--- src/rtl/seq_bit_serializer.sv ---
// Parallel-to-serial feeder: accepts a word on a valid/ready handshake and shifts out L bits, one per clock.
// Optional even-parity trailer bit is built in when the SER_PARITY_EN macro is defined.
module seq_bit_serializer #(
  parameter int DATA_W     = 8,
  parameter bit MSB_FIRST  = 1,
  parameter bit IDLE_LEVEL = 0,
  parameter int LEN_W      = $clog2(DATA_W + 1)
) (
  input  logic              clk,
  input  logic              rst,
  input  logic [DATA_W-1:0] in_data,
  input  logic [LEN_W-1:0]  in_len,
  input  logic              in_valid,
  output logic              in_ready,
  output logic              serial_out,
  output logic              bit_valid,
  output logic              busy,
  output logic              done
);

`ifdef SER_PARITY_EN
  typedef enum logic [1:0] {IDLE = 2'd0, SHIFT = 2'd1, PAR = 2'd2} state_t;
`else
  typedef enum logic {IDLE = 1'b0, SHIFT = 1'b1} state_t;
`endif

  localparam logic [LEN_W-1:0] FULL_LEN = LEN_W'(DATA_W);
  localparam logic [LEN_W-1:0] ONE      = LEN_W'(1);
  localparam logic [LEN_W-1:0] TWO      = LEN_W'(2);

  state_t            state, state_next;
  logic [DATA_W-1:0] shift_reg, shift_next;
  logic [LEN_W-1:0]  bit_cnt, cnt_next;
  logic              serial_next, valid_next, busy_next, done_next;

  logic [LEN_W-1:0]  eff_len;
  logic [LEN_W-1:0]  pad;
  logic [DATA_W-1:0] len_mask;
  logic [DATA_W-1:0] masked;
  logic [DATA_W-1:0] aligned;
  logic [DATA_W-1:0] shifted;
  logic              last_bit;
  logic              ready_slot;
  logic              accept;

`ifdef SER_PARITY_EN
  logic parity_reg, parity_next;
`endif

  // The shift register holds the bit currently on the line at its output end.
  function automatic logic head_bit(input logic [DATA_W-1:0] w);
    return MSB_FIRST ? w[DATA_W-1] : w[0];
  endfunction

  // MSB-first words are left-aligned so the top selected bit leaves first.
  always_comb begin
    eff_len  = (in_len == '0 || in_len > FULL_LEN) ? FULL_LEN : in_len;
    pad      = FULL_LEN - eff_len;
    len_mask = {DATA_W{1'b1}} >> pad;
    masked   = in_data & len_mask;
    aligned  = MSB_FIRST ? (in_data << pad) : masked;
    shifted  = MSB_FIRST ? (shift_reg << 1) : (shift_reg >> 1);
  end

  assign last_bit = (state == SHIFT) && (bit_cnt == ONE);

`ifdef SER_PARITY_EN
  assign ready_slot = (state == PAR);
`else
  assign ready_slot = last_bit;
`endif

  assign in_ready = !rst && ((state == IDLE) || ready_slot);
  assign accept   = in_valid && in_ready;

  always_comb begin
    state_next  = state;
    shift_next  = shift_reg;
    cnt_next    = bit_cnt;
    serial_next = IDLE_LEVEL;
    valid_next  = 1'b0;
    busy_next   = 1'b0;
    done_next   = 1'b0;
`ifdef SER_PARITY_EN
    parity_next = parity_reg;
`endif

    if (accept) begin
      state_next  = SHIFT;
      shift_next  = aligned;
      cnt_next    = eff_len;
      serial_next = head_bit(aligned);
      valid_next  = 1'b1;
      busy_next   = 1'b1;
`ifdef SER_PARITY_EN
      parity_next = ^masked;
`else
      done_next   = (eff_len == ONE);
`endif
    end else begin
      case (state)
        SHIFT: begin
          if (bit_cnt > ONE) begin
            shift_next  = shifted;
            cnt_next    = bit_cnt - ONE;
            serial_next = head_bit(shifted);
            valid_next  = 1'b1;
            busy_next   = 1'b1;
`ifndef SER_PARITY_EN
            done_next   = (bit_cnt == TWO);
`endif
          end else begin
            cnt_next   = '0;
            shift_next = '0;
`ifdef SER_PARITY_EN
            state_next  = PAR;
            serial_next = parity_reg;
            valid_next  = 1'b1;
            busy_next   = 1'b1;
            done_next   = 1'b1;
`else
            state_next  = IDLE;
`endif
          end
        end
`ifdef SER_PARITY_EN
        PAR: begin
          state_next = IDLE;
        end
`endif
        default: begin
          state_next = IDLE;
        end
      endcase
    end
  end

  // Every output except in_ready comes straight from a flop.
  always_ff @(posedge clk) begin
    if (rst) begin
      state      <= IDLE;
      shift_reg  <= '0;
      bit_cnt    <= '0;
      serial_out <= IDLE_LEVEL;
      bit_valid  <= 1'b0;
      busy       <= 1'b0;
      done       <= 1'b0;
`ifdef SER_PARITY_EN
      parity_reg <= 1'b0;
`endif
    end else begin
      state      <= state_next;
      shift_reg  <= shift_next;
      bit_cnt    <= cnt_next;
      serial_out <= serial_next;
      bit_valid  <= valid_next;
      busy       <= busy_next;
      done       <= done_next;
`ifdef SER_PARITY_EN
      parity_reg <= parity_next;
`endif
    end
  end

endmodule

--- config.mk ---
export PLATFORM = sky130hd
export DESIGN_NAME = seq_bit_serializer
export DESIGN_NICKNAME = d
export VERILOG_FILES = /design/src/rtl/seq_bit_serializer.sv
export SDC_FILE = /design/constraint.sdc
export NUM_CORES = 1
export LEC_CHECK = 0
export CAP_MARGIN = 20
export CORE_UTILIZATION = 55
export CTS_BUF_LIST = sky130_fd_sc_hd__clkbuf_16
export DETAILED_ROUTE_END_ITERATION = 16
export PLACE_DENSITY = 0.81
export SYNTH_ARGS = -nofsm -noshare
export SYNTH_HDL_FRONTEND = slang
export SYNTH_SLANG_ARGS = --single-unit
--- constraint.sdc ---
create_clock -name clk -period 6.8 [get_ports clk]
set_input_delay 2.04 -clock clk [delete_from_list [all_inputs] [get_ports clk]]
set_output_delay 2.04 -clock clk [all_outputs]
set_load 0.1 [all_outputs]
Word-level counts from Yosys, hierarchy flattened
Index checks and enable logic that the tools add are counted.

$add $sub $neg: 2. Multipliers: 0. Divide/modulo/power cells: 0. $lt $le $gt $ge: 2. Equal/unequal tests: 3. Shift-type cells: 1. Muxes and demuxes: 16. Bitwise logic cells: 1. Reduce and logical (&&, ||, !) cells: 8.

Operators with widths (number): 7-bit 2-to-1 mux (3); 4-bit 2-to-1 mux (4); 1-bit 2-to-1 mux (9); 4-bit by 1-bit == test with 1-bit output (second input constant) (2); 8-bit by 4-bit << shifter with 8-bit output (1); 4-bit by 2-bit == test with 1-bit output (second input constant) (1); 4-bit by 1-bit > comparator with 1-bit output (second input constant) (1); 4-bit > comparator (second input constant) (1); 4-bit zero test (1); 4-bit by 1-bit subtractor with 4-bit output (second input constant) (1); 4-bit subtractor (first input constant) (1); 1-bit logical AND (3); 1-bit logical OR (2); 2-bit nonzero test (1); 1-bit zero test (1); 1-bit NOT (1).

Register bits after elaboration: 14. Bits in latches: 0. Memory bits (writable): 0. ROM bits: 0. Bits of input ports: 15. Output and inout bits: 5. Word-level logic and storage cells: 38. Memories kept: 0.

Logic depth before layout (Yosys ltp)
Word-level depth: 6. Gate-level depth with buffers: 11. Mapped depth without buffers: 8.

Worst setup path after synthesis
Ideal clock, no wire load.

Path kind: input port to output port. Start point: input rst. End point: output in_ready. Data arrival time: 3503 ps. Slack: 1257 ps. Stages on the path: 2. Path buffers: 1. Cell sequence: clkbuf_1 nor2_1.

Cells in the longest elaborated chain, start to end: 2.

RTL lines: start, declared (RTL line 10) `input logic rst,`; 1-bit zero test (RTL line 73) `assign in_ready = !rst && ((state == IDLE) || ready_slot);`; 1-bit logical AND (RTL line 73); end, declared (RTL line 14) `output logic in_ready,`.

No other way between the ends.

Worst setup path after layout
Same ends and word-level chain as after synthesis.

==> qor.yml <==
outcome:
  outcome: "completed"
place:
  hpwl_um: 1890
  place_inst: 165
  portBuffers: 19
  gp_congestion: 0.802
  place_ws_ps: 1520
worst_setup_path:
  worstSetupEndpointType: "output pin"
  cp-start-kind: "input port"
  cp_max_fo: 17
  cp_data_required_time_ps: 4760
  critPathArrivalTime_ps: 3260
  critPathKind: "input port to output pin"
synth:
  synth_top_area_share_pct: 26.2
  syn_nets: 147
  ys.flop_type: "dfxtp_1"
  yosys_warnings: 0
  ys_seq_area_share_pct: 26.2
  synth_edf_count: 0
  synth_area_leader_cell: "dfxtp_1"
  syn_avg_cell_area_um2: 8.41
  synthTopCellsByArea: "dfxtp_1 26%, mux2i_1 9.4%, nor2_1 7.7%"
  synth_seq_cells: 14
  netlist_area_mm2: 0.00107
  ys_types: 40
  ys_async_sr_fraction_pct: 0
  netlist_instances: 127
detailed_routing:
  totalWireLength_um: 2480
  vias_per_cell: 6.02
  dr.pass1.iters: 4
  drtIter0Drc: 37
  vias: 1018
  wl_per_cell_um: 14.7
  drc: 0
  ant_nets: 0
sta:
  hold_viol: 0
  worstMarginPinSlew_ps: 963
  setup_viol: 0
  rsz0062_at_grt: "no"
  clock_skew_ps: 2.34
  max_slew_margin_pct: 35.6
  fin_ws_ps: 1500
  timing.setup.tns_ps: 0
  drv_slew: 0
  holdWs_ps: 459
  fmax_ghz: 0.189
  post-route-min-period_ps: 5300
  finalCritPeriodShare_pct: 78.0
die:
  die_x_um: 46.1
  design.core.area_mm2: 0.00176
  rows: 15
  die_area_mm2: 0.00212
  die_y_um: 46.1
  io_pins: 20
  initial_core_util_pct: 60.6
global_routing:
  grt_antenna_before_repair: 0
  grt_max_degree: 18
  grt_pass1_wl_um: 3930
  grt_pass1_vias: 912
  track_usage_pct: 26.4
  grt_overflow: 0
cts:
  postCtsHoldBufs: 0
  worst_skew_pair.late_latency_ps: 240
  cts_sinks: 14
  cts_resized: 0
  cts_setup_buffers: 0
  root_buffer: "clkbuf_16"
  numCtsBuffers: 3
  cts_tree: "yes"
  h-tree-depth: 1
  cts.clk_slew.worst_paths_ps: 50
  cts_buffer_depth: 2
power_and_ir_drop:
  power_density_mw_per_mm2: 235
  leakage_nw: 0.509
  peakVddDrop_mv: 0.189
  power_uw: 311
finish:
  fin_nets: 165
  drive_gt1_share_pct: 7.64
  largest_reg_flops: 7
  insertedDiodeCount: 0
  areaGrowthSynthToFinish_pct: 23.7
  final_cells: 169
run:
  cap_violations: 0
hold_path:
  min-delay-path-class: "flip-flop to flip-flop"
## report_power, final
group	switching [mW]	leakage [nW]	internal, mW	total [mW]
logic	0.0640	0.355	0.0391	0.103
clock network	0.0316	0.0385	0.0775	0.109
registers	0.00765	0.115	0.0910	0.0987
total	0.103	0.509	0.208	0.311
## metrics by stage
stage                     util [%]  instance area, µm²
after floorplan                  -                1070
after global placement        70.4                1240
after detailed placement      70.4                1240
after CTS                     74.9                1320
after global routing          74.9                1320
final                         74.9                1320
## synthesized netlist by cell type (3+ instances only)
library cell and n:
nor3_1 4, ha_1 5, a31oi_1 3, nand2_1 9, dfxtp_1 14, a221oi_1 3
nor2b_1 3, nor2_1 22, mux2i_1 10, a211oi_1 4, o21ai_0 6, inv_1 5
## kinds of logic after synthesis
kind of cell	Yosys count	share of synthesized area [%]
AO/OA/AOI/OAI	30	20.4
XOR/XNOR	2	3.40
adder cells (fa/ha/maj)	5	5.85
multiplexers	12	13.6
AND/OR/NAND/NOR	52	24.2
buffers and inverters	12	6.32
flip-flops	14	26.2
## worst max-delay path: stages
cell and delay [ps]:
clkdlybuf4s50_1 710, nor2_1 210, buf_4 310
## routing by layer
| layer | vias to the layer above | wire, µm | track usage (%) |
|---|---|---|---|
| met1 | 485 | 1020 | 28.2 |
| li1 | 508 | - | - |
| met2 | 23 | 1360 | 49.9 |
| met3 | 2 | 80 | 7.06 |
| met4 | 0 | 15 | 7.06 |
| met5 | - | 0 | 0 |
## worst paths after layout
| check | start | end | slack, ps | depth (start not counted) |
|---|---|---|---|---|
| setup reg to reg | bit_cnt[1] | shift_reg[5] | 4640 | 7 |
| hold / removal | shift_reg[0] | shift_reg[0] | 460 | 2 |
| setup / recovery | rst | in_ready | 1500 | 3 |
| hold reg to reg | shift_reg[0] | shift_reg[0] | 460 | 2 |
## cell type report
type / instances / area (µm²)
Tap cell: 25 / 31.3
Inverter: 6 / 22.5
Multi-Input combinational cell: 101 / 721
Timing Repair Buffer: 19 / 188
Fill cell: 146 / 443
Sequential cell: 14 / 280
Clock buffer: 3 / 75.1
Clock inverter: 1 / 3.75
## cell usage in the layout, fill, tap and decap left out, drive strengths merged, types with 4 or more instances in the layout
cell / count
ha: 5
nor3: 4
mux2i: 10
inv: 6
a211oi: 4
o21ai: 6
dfxtp: 14
nor2: 23
nor2b: 4
clkdlybuf4s50: 18
nand2: 9
(Power assumes the default switching activity.)
